==> config.mk <==
export PLATFORM = sky130hd
export DESIGN_NAME = sram_axi_bridge
export DESIGN_NICKNAME = d
export VERILOG_FILES = /design/src/rtl/sram_axi_bridge.sv
export SDC_FILE = /design/constraint.sdc
export NUM_CORES = 1
export LEC_CHECK = 0
export BUFFER_PORTS_ARGS = -buffer_cell sky130_fd_sc_hd__buf_2
export CAP_MARGIN = 20
export CORE_AREA = 2 2 114 116
export CTS_BUF_LIST = sky130_fd_sc_hd__clkbuf_2
export DETAILED_ROUTE_END_ITERATION = 10
export DIE_AREA = 0 0 116 118
export SETUP_SLACK_MARGIN = 0.3
export SLEW_MARGIN = 5
export SYNTH_ARGS = -nofsm -noshare
export SYNTH_HDL_FRONTEND = slang
export SYNTH_SLANG_ARGS = --single-unit
==> constraint.sdc <==
create_clock -name clk -period 1.8 [get_ports clk]
set_input_delay 0.27 -clock clk [delete_from_list [all_inputs] [get_ports clk]]
set_output_delay 0.27 -clock clk [all_outputs]
set_load 0.01 [all_outputs]
==> src/rtl/sram_axi_bridge.sv <==
// sram_axi_bridge: SRAM-like cache port to single-beat AXI4 bridge, one transaction outstanding.
// Define SRAM_AXI_BRIDGE_RESP_CHECK_EN to add sticky bus_err / bus_err_addr capture.
module sram_axi_bridge #(
    parameter int AXI_ID_WIDTH = 4,
    parameter logic [AXI_ID_WIDTH-1:0] AXI_ID = 4'd1
) (
    input  logic                    clk,
    input  logic                    resetn,
    input  logic                    req,
    input  logic                    wr,
    input  logic [1:0]              size,
    input  logic [31:0]             addr,
    input  logic [31:0]             wdata,
    output logic [31:0]             rdata,
    output logic                    addr_ok,
    output logic                    data_ok,
    output logic [AXI_ID_WIDTH-1:0] arid,
    output logic [31:0]             araddr,
    output logic [7:0]              arlen,
    output logic [2:0]              arsize,
    output logic [1:0]              arburst,
    output logic                    arvalid,
    input  logic                    arready,
    input  logic [31:0]             rdata_axi,
    input  logic [1:0]              rresp,
    input  logic                    rlast,
    input  logic                    rvalid,
    output logic                    rready,
    output logic [AXI_ID_WIDTH-1:0] awid,
    output logic [31:0]             awaddr,
    output logic [7:0]              awlen,
    output logic [2:0]              awsize,
    output logic [1:0]              awburst,
    output logic                    awvalid,
    input  logic                    awready,
    output logic [AXI_ID_WIDTH-1:0] wid,
    output logic [31:0]             wdata_axi,
    output logic [3:0]              wstrb,
    output logic                    wlast,
    output logic                    wvalid,
    input  logic                    wready,
    input  logic [1:0]              bresp,
    input  logic                    bvalid,
    output logic                    bready
`ifdef SRAM_AXI_BRIDGE_RESP_CHECK_EN
    ,
    output logic                    bus_err,
    output logic [31:0]             bus_err_addr
`endif
);
    typedef enum logic [2:0] {IDLE, AR, R, WA, B} state_t;
    state_t state, state_nx;
    logic [31:0] addr_q, wdata_q;
    logic [1:0] size_q;
    logic [3:0] wstrb_q, wstrb_nx;
    logic aw_done, w_done, aw_hs, w_hs, go_b, accept;
    assign addr_ok = state == IDLE;
    assign accept = req && addr_ok;
    assign arvalid = state == AR;
    assign rready = state == R;
    assign awvalid = state == WA && !aw_done;
    assign wvalid = state == WA && !w_done;
    assign bready = state == B;
    assign data_ok = (rready && rvalid) || (bready && bvalid);
    assign rdata = rdata_axi;
    assign aw_hs = awvalid && awready;
    assign w_hs = wvalid && wready;
    // Either channel may have finished in an earlier cycle.
    assign go_b = state == WA && (aw_done || aw_hs) && (w_done || w_hs);
    assign wstrb_nx = size[1] ? 4'b1111 : (size[0] ? 4'b0011 : 4'b0001) << addr[1:0];
    assign arid = AXI_ID;
    assign awid = AXI_ID;
    assign wid = AXI_ID;
    assign araddr = addr_q;
    assign awaddr = addr_q;
    assign arlen = 8'd0;
    assign awlen = 8'd0;
    assign arsize = {1'b0, size_q};
    assign awsize = {1'b0, size_q};
    assign arburst = 2'b01;
    assign awburst = 2'b01;
    assign wdata_axi = wdata_q;
    assign wstrb = wstrb_q;
    assign wlast = 1'b1;
    always_comb begin
        state_nx = state;
        case (state)
            IDLE:    state_nx = req ? (wr ? WA : AR) : IDLE;
            AR:      state_nx = arready ? R : AR;
            R:       state_nx = rvalid ? IDLE : R;
            WA:      state_nx = go_b ? B : WA;
            B:       state_nx = bvalid ? IDLE : B;
            default: state_nx = IDLE;
        endcase
    end
    always_ff @(posedge clk or negedge resetn) begin
        if (!resetn) begin
            state <= IDLE;
            addr_q <= '0;
            size_q <= '0;
            wdata_q <= '0;
            wstrb_q <= '0;
            aw_done <= 1'b0;
            w_done <= 1'b0;
        end else begin
            state <= state_nx;
            if (accept) begin
                addr_q <= addr;
                size_q <= size;
                wdata_q <= wdata;
                wstrb_q <= wstrb_nx;
            end
            aw_done <= go_b ? 1'b0 : aw_done || aw_hs;
            w_done <= go_b ? 1'b0 : w_done || w_hs;
        end
    end
`ifdef SRAM_AXI_BRIDGE_RESP_CHECK_EN
    logic err_now, unused;
    assign unused = rlast;
    assign err_now = (rready && rvalid && rresp != 2'b00) || (bready && bvalid && bresp != 2'b00);
    // Only the first failing completion is recorded.
    always_ff @(posedge clk or negedge resetn) begin
        if (!resetn) begin
            bus_err <= 1'b0;
            bus_err_addr <= '0;
        end else if (err_now && !bus_err) begin
            bus_err <= 1'b1;
            bus_err_addr <= addr_q;
        end
    end
`else
    logic unused;
    assign unused = ^{rlast, rresp, bresp};
`endif
endmodule

# Word level (Yosys, flattened, before mapping)

Index checks and enable logic that the tools add are counted.

Register bits: 75
Output and inout port bits: 178
Input bits: 112
Logic and storage cells: 38

Shifts and indexed selects: 1
Mux-type cells: 11
Eq/ne operators: 4
Reductions and logical operators: 15

Operator list:

| operator           | count |
|---|---|
| $pmux 3 s5         | 1 |
| $mux 2             | 5 |
| $logic_and 1x1->1  | 9 |
| $eq 3x2->1 const B | 2 |
| $mux 3             | 2 |
| $mux 4             | 1 |
| $shl 2x2->4        | 1 |
| $eq 3x1->1 const B | 1 |
| $eq 3x3->1 const B | 1 |
| $logic_not 3->1    | 1 |
| $logic_or 1x1->1   | 3 |
| $logic_not 1->1    | 2 |
| $mux 1             | 2 |

# Depth between registers and ports, before layout

Gate-level depths: netlist of run 1.

Word-level depth: 8
Mapped depth: 6
Mapped depth without buffers: 4

# Least setup slack after synthesis of run 1

OpenSTA, ideal clock, no wires.

Path kind: reg2reg
Start point: register state[1]
End point: register addr_q[0], in the netlist araddr[0]
Buffers on the path: 3
Path slack: 0.179 ns
Arrival time: 1.494 ns
Required time: 1.673 ns
Cell stages (with the launch flop): 6
Period minus slack after synthesis: 1.621 ns
Library setup time: 0.127 ns
Cells stage by stage: dfrtp_1 > clkbuf_1 > nor4b_4 > buf_6 > buf_6 > mux2_1

Word-level cells in the longest chain between the ends: 2

Ends and longest elaborated chain:

| element                  | RTL line | source |
|---|---|---|
| start: declaration       | 52       | `state_t state, state_nx;` |
| start signal: assignment | 106      | `state <= state_nx;` |
| $logic_not 3->1          | 57       | `assign addr_ok = state == IDLE;` |
| $logic_and 1x1->1        | 58       | `assign accept = req && addr_ok;` |
| end signal: assignment   | 108      | `addr_q <= addr;` |
| end: declaration         | 53       | `logic [31:0] addr_q, wdata_q;` |

Every way passes these cells.
A chain may end at the register's enable or synchronous reset.

# Final worst setup path of run 1

Start point: register state[1]
End point: output port data_ok

Word-level cells in the longest chain between the ends: 3
Elaborated cells between the ends (all ways): 5
Those cells by class: eq/ne (2); reduce/logical (3)

Ends and longest elaborated chain:

| element                                         | RTL line | source |
|---|---|---|
| $eq 3x2->1 / $eq 3x3->1 (equally long branches) | 60, 63   |  |
| $logic_and 1x1->1                               | 64       | `assign data_ok = (rready && rvalid) \|\| (bready && bvalid);` |
| $logic_or 1x1->1 *                              | 64       |  |
| end: declaration                                | 16       | `output logic data_ok,` |

Every way passes the cells marked *; elsewhere a longest branch is shown, timed or not.

==> impl_metrics.ini, run 1 <==
[global_routing]
grt_antenna_before_repair = 0
gr-total-overflow = 0
grt_max_degree = 41
grt_pass1_vias = 3073
grt_pass1_wl_mm = 15.66
grt_usage_pct = 15.22

[route]
drt_wl_total_mm = 11.15
via_per_inst = 4.150
wl_per_cell_um = 15.29
initialDrtViolationCount = 115
drtPass1Iterations = 4
via_count = 3025
drc_errors = 0
antenna_left = 0

[cts]
htreeDepth = 3
cts_sinks = 75
clk_pin_slew_ps = 230
numCtsBuffers = 9
cts_buffer_depth = 2
cts_root_buffer = clkbuf_2
tritoncts = yes
clk_latency_ps = 550

[layout]
drive_above_1_share_pct = 60.50
nNetsFinal = 664
areaGrowthSynthToFinish_pct = 66.06
fillers = 1060
final_cell_mix = 170 x buf_2, 73 x dfrtp_1, 73 x dlygate4sd3_1
final_common_cell = buf_2
final_cells = 729
n_antenna_cell = 0

[synth]
ys_types = 25
syn_inst = 299
syn_area_um2 = 3712
synth-seq-cells = 75
yosys_warnings = 0
seq_area_frac_synth_pct = 50.56
avgSynthCellArea_um2 = 12.42

[setup_path]
cp.depth = 6
crit_slowest_cell = dfrtp_1
critPathLaunchType = flip-flop
crit_family = flip-flops
cp.buffers_inverters = 3
path_max_fanout = 8
critical_path_arrival_ps = 1680
slowest_delay_ps = 440
crit_required_ps = 1530
reg2reg_depth = 12
regToRegStartpoint = state[1]
r2r_slack_ps = -140
endpoint_kind = output port
crit_start = state[1]
critical_path_class = reg -> out
crit_chain = buf_6, nor2_2, nand2_1, inv_2, a22o_1, buf_2
r2r-end = state[2]

[timing]
worst_slack_ps = -148.6
hold_viol = 0
whs_ps = 170.0
finClkSkew_ps = 26.65
fmaxAchievable_mhz = 513.2
period_share_pct = 108.3
min_period_ps = 1949
rsz0062_at_grt = true
slew_violations = 0
setup_violations = 57

[die]
rows = 41
core_area_um2 = 12410
dieArea_um2 = 13690
initial_core_util_pct = 29.90
die_x_um = 116
top_level_ports = 290
die_h_um = 118

[placed_design]
place_ws_ps = 163.7
dp.cells = 584
port_buffers = 185
dp_hpwl_mm = 5.556
gp_congestion = 0.8560

[power]
p_per_area_nw_per_um2 = 1664
ir_worst_vdd_mv = 0.8741
p_leak_nw = 3.145

[run]
cap_violations = 0

[outcome]
status = finished, violations left
violations = negative setup slack

[min_path]
hold_class = in -> async
## power by group
group | total (mW) | internal [mW] | switching [mW]
Clock | 1.08 | 0.454 | 0.629
Combinational | 6.04 | 3.66 | 2.38
Sequential | 3.14 | 2.54 | 0.596
## state kept, by name, summed over array words and instances (netlist names)
name       cells
w_done         1
state          3
size_q         2
wdata_axi     32
wstrb          4
aw_done        1
araddr        32
## per-layer routing
metal	part of all wire (%)	track usage, %
met1	36	15.51
met5	0	0
met3	5.7	3.708
met4	2.6	8.631
met2	55	27.70
## logic make-up (layout without fill, tap and decap cells)
family,after synthesis,in the layout,synth area share [%]
mux,66,66,20.02
flops,75,75,50.56
simple gates,27,27,4.145
other cells,2,35,0.2023
compound gates,15,15,2.326
buf+inv,114,339,22.75
## cell usage after synthesis
master / instances / share of area [%]
dfrtp_1: 75 / 51
conb_1: 2 / 0.20
and3b_1: 2 / 0.47
a22o_1: 1 / 0.24
buf_2: 3 / 0.40
o32ai_1: 1 / 0.24
nor3b_1: 2 / 0.40
nor3_1: 1 / 0.13
a21oi_1: 10 / 1.3
buf_4: 102 / 21
o21ai_0: 1 / 0.13
clkbuf_1: 2 / 0.20
buf_6: 4 / 1.2
nand3_1: 1 / 0.13
nand2b_1: 1 / 0.17
mux2_1: 30 / 9.1
nor4b_4: 1 / 0.64
nor2_1: 14 / 1.4
or2_2: 1 / 0.17
mux2_2: 36 / 11
inv_1: 3 / 0.30
a31oi_1: 1 / 0.17
nand2_1: 2 / 0.20
nand3b_1: 2 / 0.40
o211ai_1: 1 / 0.20
## cell type report
type / count / area, um2 / share of cell area (%)
Timing Repair Buffer: 320 / 2544 / 41.26
Sequential cell: 75 / 1879 / 30.49
Multi-Input combinational cell: 143 / 1385 / 22.47
Tap cell: 172 / 215.2 / 3.491
Clock inverter: 6 / 80.08 / 1.299
Clock buffer: 10 / 50.05 / 0.8119
Inverter: 3 / 11.26 / 0.1827
## how the worst max path moves through the flow
stage,endpoint,slack (ps)
global route,data_ok,-330
floorplan,araddr[0],240
finish,data_ok,-150
global placement,wdata_axi[0],210
detailed placement,araddr[7],160
CTS,data_ok,-210
## through the flow
stage	total power, mW	setup TNS, ps	utilization, %	cell area, um2
after CTS	9.420	-2220	46.40	5761
after global routing	10.86	-10010	49.66	6165
final	10.26	-3235	49.66	6165
after detailed placement	6.710	0	34.07	4229
after global placement	6.627	0	34.07	4229
after floorplan	5.729	0	-	3847
## what timing repair did
| action | in CTS | in global routing |
|---|---|---|
| hold buffers | 72 | 1 |
| setup buffers | 24 | 23 |
| hold endpoints to repair | 139 | 1 |
| endpoints found under the setup margin | 83 | 143 |
| gates resized for setup | 70 | 43 |
| gates cloned | 7 | 2 |
| pin swaps | 5 | 4 |
Note: power is estimated with default switching activity, not from simulation.
==> run 2, diff against run 1 <==
--- a/config.mk
+++ b/config.mk
@@ -12,6 +12,7 @@
 export DETAILED_ROUTE_END_ITERATION = 10
 export DIE_AREA = 0 0 116 118
 export SETUP_SLACK_MARGIN = 0.3
+export SKIP_LAST_GASP = 1
 export SLEW_MARGIN = 5
 export SYNTH_ARGS = -nofsm -noshare
 export SYNTH_HDL_FRONTEND = slang
==> impl_metrics.ini, run 2 (synthesized netlist as in run 1, its figures left out) <==
[layout]
n_antenna_cell = 0
areaGrowthSynthToFinish_pct = 65.89
final_common_cell = buf_2
ff_latch_area_um2 = 1879
utilization_pct = 49.61
final_cell_mix = 170 x buf_2, 73 x dfrtp_1, 72 x dlygate4sd3_1
drive_above_1_share_pct = 60.68
nNetsFinal = 664
multi_input_area_um2 = 1381
fillers = 1059

[global_routing]
grt_usage_pct = 15.03
grt_pass1_vias = 3037
gr-total-overflow = 0
grt_max_degree = 41
grt_pass1_wl_mm = 15.48
grt_antenna_before_repair = 0

[route]
drt_wl_total_mm = 11.35
initialDrtViolationCount = 141
wl_per_cell_um = 15.57
antenna_left = 0
via_per_inst = 4.169
drtPass1Iterations = 4
via_count = 3039
drc_errors = 0

[min_path]
hold_class = in -> async

[setup_path]
r2r-end = state[2]
crit_required_ps = 2280
crit_start = state[0]
reg2reg_depth = 12
critical_path_arrival_ps = 2480
regToRegStartpoint = state[0]
endpoint_kind = flip-flop
critPathLaunchType = flip-flop
critical_path_class = reg -> reg
critPathCapture = state[2]
r2r_slack_ps = -200
path_max_fanout = 7

[power]
p_per_area_nw_per_um2 = 1670
p_leak_nw = 3.140
intPower_mw = 6.657
pwr-share-clk_pct = 10.5
fin_total_pwr_mw = 10.28
p_comb_share_pct = 59.0
p_sw_mw = 3.625
ir_worst_vdd_mv = 0.8725
power_frac_seq_pct = 30.5
power.share.switching_pct = 35.26

[outcome]
status = finished, violations left
violations = negative setup slack

[die]
die_x_um = 116
top_level_ports = 290
initial_core_util_pct = 29.90
dieArea_um2 = 13690
core_area_um2 = 12410
rows = 41
die_h_um = 118

[timing]
fmaxAchievable_mhz = 500.8
rsz0062_at_grt = true
slew_violations = 0
setup_violations = 68
finClkSkew_ps = 25.09
hold_viol = 0
min_period_ps = 1997
worst_slack_ps = -196.7
period_share_pct = 110.9

[placed_design]
dp_hpwl_mm = 5.556
port_buffers = 185
gp_congestion = 0.8560

[cts]
cts_root_buffer = clkbuf_2
clk_pin_slew_ps = 230
numCtsBuffers = 9
cts_buffer_depth = 2
tritoncts = yes
htreeDepth = 3
cts_sinks = 75
clk_latency_ps = 550

[run]
cap_violations = 0
[run 2: cell types whose count changed in the layout (fill, tap and decap cells not counted), sizes merged]
cell / before / now
dlygate4sd3: 73 / 72
buf: 245 / 246
[run 2: per-stage QoR]
step           std cells  cell area (um2)  TNS, ps  worst slack [ps]  hold slack [ps]
2_1_floorplan        332             3847        0             244.5           -25.59
3_3_place_gp         584             4229        0             206.0            261.5
3_5_place_dp         584             4229        0             163.7            267.2
4_1_cts              702             5660    -2846            -208.3           -186.9
5_1_grt              729             6158   -10240            -345.2            146.6
6_report             729             6158    -4115            -196.7            176.8
[run 2: worst max-delay path, cell delays in order, from the launching register on]
cell and delay [ps]:
dfrtp_1 450, buf_6 150, nor2_2 100, nand2_1 100
buf_4 160, buf_4 120, buf_4 120, buf_4 130
buf_4 120, buf_4 120, buf_4 120, buf_4 130
o32ai_2 110
[run 2: power by group through the flow]
stage / registers, mW / clock network, mW / logic (mW)
2_1_floorplan: 3.44 / 0 / 2.29
3_3_place_gp: 3.03 / 0 / 3.60
3_5_place_dp: 3.08 / 0 / 3.63
4_1_cts: 3.06 / 1.12 / 4.95
5_1_grt: 3.25 / 1.19 / 6.44
6_report: 3.14 / 1.08 / 6.07
[run 2: cell type report]
type	count	share of cell area [%]
well taps	172	3.495
multi-input cells	143	22.43
clock inverters	6	1.300
clock buffers	10	0.8127
inverters	3	0.1829
repair buffers	320	41.26
flip-flops and latches	75	30.52
[run 2: worst min-delay path by stage]
stage | from | to | cells after the start
after CTS | bvalid | state[2] | 2
after detailed placement | resetn | wdata_axi[19] | 1
after floorplan | resetn | araddr[0] | 0
after global routing | resetn | wdata_axi[7] | 2
after global placement | resetn | wdata_axi[19] | 1
final | resetn | wdata_axi[7] | 2
[run 2: metal layers]
| metal | wire [um] | global-route usage, % | part of all wire [%] | vias up |
|---|---|---|---|---|
| met3 | 680 | 3.656 | 6.0 | 35 |
| met1 | 4110 | 15.39 | 36 | 1485 |
| met4 | 303 | 8.482 | 2.7 | 0 |
| met5 | 0 | 0 | 0 | - |
| met2 | 6259 | 27.30 | 55 | 163 |
| li1 | - | - | - | 1356 |
[run 2: repair_timing]
| action | 4_1_cts | 5_1_grt |
|---|---|---|
| buffers inserted | 24 | 24 |
| gates resized for setup | 46 | 65 |
| cloned | 7 | 2 |
| hold endpoints to repair | 139 | 1 |
| pin swaps | 5 | 7 |
| endpoints found under the setup margin | 83 | 139 |
| hold buffers | 71 | 1 |
